`config.mk`:
```
export PLATFORM = sky130hd
export DESIGN_NAME = reg_wb_sel
export DESIGN_NICKNAME = d
export VERILOG_FILES = /design/src/rtl/reg_wb_sel.sv
export SDC_FILE = /design/constraint.sdc
export NUM_CORES = 1
export LEC_CHECK = 0
export CAP_MARGIN = 20
export CORE_MARGIN = 8
export CORE_UTILIZATION = 32
export CTS_CLUSTER_SIZE = 20
export DETAILED_ROUTE_END_ITERATION = 7
export GPL_TIMING_DRIVEN = 0
export PLACE_DENSITY = 0.76
export SYNTH_ARGS = -nofsm -noshare
export SYNTH_HDL_FRONTEND = slang
export SYNTH_SLANG_ARGS = --single-unit
```
`constraint.sdc`:
```
create_clock -name clk -period 1.4 [get_ports clk]
set_input_delay 0.35 -clock clk [delete_from_list [all_inputs] [get_ports clk]]
set_output_delay 0.35 -clock clk [all_outputs]
set_load 0.02 [all_outputs]
```
`src/rtl/reg_wb_sel.sv`:
```
// reg_wb_sel: write-back source selector for a small register file.
// It picks one of four sources (ALU result, decoder literal, memory data or
// link PC), waits for memory data when it has to, and then issues a
// one-cycle write on the register-file port.
//
// Optional feature: define REG_WB_FWD_EN to add a read-port bypass. The
// bypass returns the value being written in the current WRITE cycle when
// the read address matches the write address. Without the macro the bypass
// ports and their logic do not exist.
module reg_wb_sel #(
  parameter int DataWidth   = 8,
  parameter int RegAdrWidth = 3
) (
  input  logic                   clk,
  input  logic                   reset,
  input  logic                   wb_req,
  input  logic [1:0]             wb_src,
  input  logic [RegAdrWidth-1:0] wb_dst,
  input  logic [DataWidth-1:0]   result,
  input  logic [DataWidth-1:0]   literal_adr,
  input  logic [DataWidth-1:0]   mem_data,
  input  logic [DataWidth-1:0]   pc_link,
  input  logic                   mem_ready,
`ifdef REG_WB_FWD_EN
  input  logic [RegAdrWidth-1:0] rd_adr,
  input  logic [DataWidth-1:0]   rd_val_in,
  output logic [DataWidth-1:0]   rd_val,
  output logic                   fwd_hit,
`endif
  output logic                   busy,
  output logic                   reg_we,
  output logic [RegAdrWidth-1:0] reg_adr,
  output logic [DataWidth-1:0]   reg_val
);

  localparam logic [1:0] IDLE     = 2'd0;
  localparam logic [1:0] WAIT_MEM = 2'd1;
  localparam logic [1:0] WRITE    = 2'd2;

  localparam logic [1:0] SRC_ALU = 2'd0;
  localparam logic [1:0] SRC_LIT = 2'd1;
  localparam logic [1:0] SRC_MEM = 2'd2;
  localparam logic [1:0] SRC_PC  = 2'd3;

  logic [1:0]             state_q, state_d;
  logic [RegAdrWidth-1:0] adr_q, adr_d;
  logic [DataWidth-1:0]   val_q, val_d;
  logic [DataWidth-1:0]   src_val;

  // Value selected for the immediate sources. Memory is captured later,
  // when mem_ready arrives.
  always_comb begin
    case (wb_src)
      SRC_ALU: src_val = result;
      SRC_LIT: src_val = literal_adr;
      SRC_PC:  src_val = pc_link;
      default: src_val = result;
    endcase
  end

  // Next-state and capture logic. WRITE accepts a new request exactly like
  // IDLE does, so back-to-back requests produce one write per cycle.
  always_comb begin
    // NOTE: every signal gets a default here so no path leaves it unassigned
    // and no latch is inferred.
    state_d = state_q;
    adr_d   = adr_q;
    val_d   = val_q;
    case (state_q)
      IDLE, WRITE: begin
        state_d = IDLE;
        if (wb_req) begin
          adr_d = wb_dst;
          if (wb_src == SRC_MEM) begin
            // mem_ready in the request cycle is deliberately not looked at.
            state_d = WAIT_MEM;
          end else begin
            val_d   = src_val;
            state_d = WRITE;
          end
        end
      end
      WAIT_MEM: begin
        // Requests are ignored here; the requester must hold or reissue.
        if (mem_ready) begin
          val_d   = mem_data;
          state_d = WRITE;
        end
      end
      default: state_d = IDLE;
    endcase
  end

  // State and captured write data. Reset wins over every other input and
  // clears the captured address and data, which aborts any pending write.
  always_ff @(posedge clk) begin
    // NOTE: non-blocking assignments so every register samples the values
    // from before this edge, independent of statement order.
    if (reset) begin
      state_q <= IDLE;
      adr_q   <= '0;
      val_q   <= '0;
    end else begin
      state_q <= state_d;
      adr_q   <= adr_d;
      val_q   <= val_d;
    end
  end

  assign busy    = (state_q == WAIT_MEM);
  assign reg_we  = (state_q == WRITE);
  assign reg_adr = adr_q;
  assign reg_val = val_q;

`ifdef REG_WB_FWD_EN
  // Bypass: a read of the register being written this cycle sees the new value.
  always_comb begin
    fwd_hit = (state_q == WRITE) && (rd_adr == adr_q);
    rd_val  = fwd_hit ? val_q : rd_val_in;
  end
`endif

endmodule

```
# ---- Word-level counts from Yosys, hierarchy flattened
# Cells that the tools add are included.
dict set report word_totals {
  reg_bits 13
  out_inout_bits 13
  word_cells 25
}
dict set report op_classes {
  eq_ne 8
  mux 9
  reduce_logical 5
}
# op count
set op_table {}
lappend op_table {{$pmux 8 s2} 2}
lappend op_table {{$mux 8} 3}
lappend op_table {{$eq 2x2->1 const B} 3}
lappend op_table {{$mux 2} 3}
lappend op_table {{$ne 2x2->1 const B} 3}
lappend op_table {{$eq 2x1->1 const B} 2}
lappend op_table {{$pmux 2 s2} 1}
lappend op_table {{$reduce_and 4->1} 1}
lappend op_table {{$logic_not 2->1} 1}
lappend op_table {{$reduce_and 2->1} 1}
lappend op_table {{$reduce_bool 2->1} 1}
lappend op_table {{$reduce_or 2->1} 1}

# ---- Logic depth before layout (Yosys ltp)
dict set report depth {
  word_depth 5
  depth_mapped 6
  depth_no_buf 4
}

# ---- Worst setup path after synthesis
# Ideal clock, no wire load.
dict set report synth_timing {
  path_kind {input-to-reg}
  from {input wb_src[1]}
  to {register val_q[1] (netlist: reg_val[1])}
  setup_ps 122
  arrival_ps 1337
  required_ps 1278
  slack_ps -59
  cell_stages 6
  n_path_buf 3
  cell_sequence {buf_6 nor2b_4 buf_6 o21a_1 buf_6 o311a_1}
}
dict set report synth_between {
  elab_chain_len 5
  word_cells_on_any_way 9
  cone_classes {4 x eq/ne; 4 x mux; 1 x reduce/logical}
}
# item line_no
set synth_lines {}
lappend synth_lines {{start, declared} 17} ;# input logic [1:0] wb_src,
lappend synth_lines {{$eq 2x2->1 / $eq 2x1->1 (equally long branches)} 53} ;# case (wb_src)
lappend synth_lines {{$pmux 8 s2} 53}
lappend synth_lines {{$mux 8} 74} ;# if (wb_src == SRC_MEM) begin
lappend synth_lines {{$mux 8} 72} ;# if (wb_req) begin
lappend synth_lines {{$pmux 8 s2} 69} ;# case (state_q)
lappend synth_lines {{end signal, assigned} 106} ;# val_q <= val_d;
lappend synth_lines {{end, declared} 47} ;# logic [DataWidth-1:0] val_q, val_d;
# Several ways; a longest one is shown, not always the timed one. The select of a mux whose other input is x is not followed.
# A chain may end at the register's enable or synchronous reset.

# ---- Final worst setup path
dict set report layout_timing {
  from {register state_q[1]}
  to {output busy}
}
dict set report layout_between {
  elab_chain_len 1
}
# item line_no
set layout_lines {}
lappend layout_lines {{start, declared} 45} ;# logic [1:0] state_q, state_d;
lappend layout_lines {{start signal, assigned} 104} ;# state_q <= state_d;
lappend layout_lines {{$eq 2x1->1} 110} ;# assign busy = (state_q == WAIT_MEM);
lappend layout_lines {{end, declared} 30} ;# output logic busy,
# Every way passes these cells.

==> results <==
## worst reg2reg max path, delay by kind of cell, from the launching register on
| kind | cells | cell delay (ns) |
|---|---|---|
| AOI/OAI and AO/OA | 2 | 0.54 |
| buffers and inverters | 1 | 0.14 |
| DFF | 1 | 0.35 |
| and+or+nand+nor | 1 | 0.16 |
## layout by cell type (no fill, tap or decap), types with 4 or more instances in the layout
| master | netlist | routed |
|---|---|---|
| a211oi_1 | 8 | 8 |
| buf_4 | 3 | 4 |
| clkdlybuf4s50_1 | 0 | 38 |
| dfxtp_1 | 13 | 11 |
| dlygate4sd2_1 | 0 | 11 |
| mux2_2 | 7 | 7 |
| nand2_1 | 6 | 6 |
| nor2_1 | 10 | 10 |
| nor2b_1 | 6 | 6 |
| o2111ai_2 | 0 | 7 |
| o41ai_2 | 0 | 6 |
## power breakdown
| part | total (uW) | switching, uW | internal [uW] |
|---|---|---|---|
| clock network | 235 | 124 | 111 |
| logic | 365 | 158 | 206 |
| registers | 415 | 17.7 | 397 |
| total | 1010 | 300 | 714 |
## through the flow
stage	std cells	TNS [ns]
final	177	-0.01659
after global placement	172	-4.775
after floorplan	90	0
after CTS	178	-0.02887
after global routing	177	-0.1437
after detailed placement	172	-5.283
## layer usage
layer  vias to the layer above  track usage (%)  part of all wire [%]
li1                        454                -                     -
met1                       416            13.48                    42
met2                        39            21.35                    49
met3                         6            3.898                   7.4
met4                         0            5.067                   1.4
met5                         -                0                     0
## synth_stat cells, drive strengths merged
cell type	n	area, um2
o2111ai	7	61.31
inv	2	7.510
mux2i	1	10.01
o211ai	1	7.510
dfxtp	13	260.3
o21a	1	7.510
nand2b	2	12.51
a2bb2oi	1	8.760
nor2	10	37.54
nor2b	7	51.30
and2	1	6.260
mux2	7	78.83
o41ai	7	61.31
buf	7	61.30
nand2	6	22.52
nand3b	1	7.510
and2b	3	22.52
a211oi	8	60.06
o311a	1	10.01
a21oi	3	15.01
clkinv	1	3.750
## cell type report
type	instances	area share (%)
Clock buffer	4	1.749
Buffer	6	3.830
Sequential cell	13	17.49
Multi-Input combinational cell	67	38.38
Inverter	3	1.582
Tap cell	30	2.498
Timing Repair Buffer	54	34.47
## sequential cells by signal (all words and copies together), names as in the netlist
| signal | count |
|---|---|
| state_q | 2 |
| reg_adr | 3 |
| reg_val | 8 |
## worst paths after layout
| path | start | to |
|---|---|---|
| setup / recovery | state_q[1]$_SDFFE_PP0P_ | busy |
| hold / removal | reg_adr[2]$_SDFFE_PP0P_ | reg_adr[2]$_SDFFE_PP0P_ |
| setup reg to reg | state_q[0]$_SDFFE_PP0P_ | reg_val[5]$_SDFFE_PP0P_ |
| hold reg to reg | reg_adr[2]$_SDFFE_PP0P_ | reg_adr[2]$_SDFFE_PP0P_ |
## timing repair
action,CTS,global route
resized for setup,32,10
setup endpoints to repair,21,8
pin swaps,0,3
buffers inserted,2,0
## logic make-up (layout without fill, tap and decap cells)
logic type	Yosys count	after routing	synth area share, %
compound gates	29	29	28.46
buf+inv	10	67	8.922
flops	13	13	32.00
mux	8	8	10.92
simple gates	30	30	19.69
==> metrics.md <==
| Metric | Value |
|---|---|
| Initial antenna violation count | `0` |
| CP endpoint kind | `output port` |
| Post-synthesis sequential area ratio | `32.00%` |
| I/O pins | `54` |
| Vias in the first global route | `932` |
| Number of DRC markers in iteration 0 | `21` |
| Critical Path AT | `1.06 ns` |
| Post-route design area | `1503 um2` |
| Largest net degree at the start of global routing | `11` |
| CORE AREA | `2432 um2` |
| Worst EP required | `1.05 ns` |
| Final Worst Setup Slack | `-0.01077 ns` |
| Slew Viols, Final | `0` |
| Area of the multi-input gates | `576.8 um2` |
| DIE WIDTH | `66.42 um` |
| Synth Cell Area | `813.3 um2` |
| Port-buffer cells | `52` |
| Failing checks | `negative setup slack` |
| H-tree depth | `1` |
| FMAX | `708.8 MHz` |
| Fin crit share | `100.8%` |
| Via count | `915` |
| Worst slew pin tran | `0.3900 ns` |
| Register area | `262.8 um2` |
| Global-route wire length before repair | `4.333 mm` |
| Detailed Place HPWL | `2.281 mm` |
| Post-synthesis net count | `131` |
| Initial Utilization | `33.44%` |
| Power, Total | `1014 uW` |
| Post-layout min period | `1.411 ns` |
| RSZ-0062 raised after global routing | `true` |
| CTS Sinks | `13` |
| Peak fanout along the critical path | `10` |
| Final wirelength | `2.960 mm` |
| Hold Vio Cnt, Final | `0` |
| Die Y-Extent | `66.42 um` |
| Clock slew at reported path FFs | `0.08 ns` |
| Levels on crit path | `3` |
| Worst-case headroom to the max-slew limit | `73.84%` |
| Post-route DRC | `0` |
| Final nets | `189` |
| # hold bufs at CTS | `0` |
| CP Cell Sequence | `nand2b_4 -> clkinv_8 -> buf_6` |
| Setup-failing EPs final | `2` |
| RePlAce Congestion | `0.8093` |
| Root buffer cell | `clkbuf_4` |
| Hold crit path type | `flop to flop` |
| Later-pin clock latency in the skew report | `0.28 ns` |
| Buf+Inv Stages, Crit Path | `2` |
| CTS Buffer Depth | `2` |
| R2R setup slack | `0.11 ns` |
| Netlist cell types | `24` |
| Final Skew | `0.001340 ns` |
| Largest delay share family, worst path | `flip-flops` |
| Max-cap violations | `0` |
| Diode count | `0` |
| Status | `finished, violations left` |
| Worst path max stage delay | `0.34 ns` |
| Fill count | `209` |
| R2R cell count | `4` |
| Synth Area per Inst | `9.036 um2` |
| GRT overflow | `0` |
| Cell with the biggest individual delay on the critical path | `dfxtp_2` |
| Dpl ws | `-0.6142 ns` |
| P_leak | `0.0006208 uW` |
| Ratio of cells with drive above 1 in the final layout | `25.85%` |
| WHS Path Cells | `2` |
| Die Area | `4411 um2` |
| CTS buffer count | `3` |
| Layout Utilization | `61.78%` |
| Synthesized netlist cell count | `90` |
| Power per cell area | `675.0 nW/um2` |
| DRT Pass-1 Iters | `4` |
| CTS tree | `built` |
| Drt wl/cell | `16.72 um` |
| Max IR drop VDD | `0.4564 mV` |
| Area grow syn2layout | `84.77%` |
| #FFs+latches synth | `13` |
| Post-DP Area | `1376 um2` |
| Startpoint types | `flop` |
| Cell Rows | `18` |
| WHS | `0.4610 ns` |
| Final ANT Viol Nets | `0` |
| Routed vias/inst | `5.169` |
| GRT Total Usage | `12.32%` |
| Critical path class | `flop to output port` |
| Yosys warns | `0` |
Note: power is estimated with default switching activity, not from simulation.
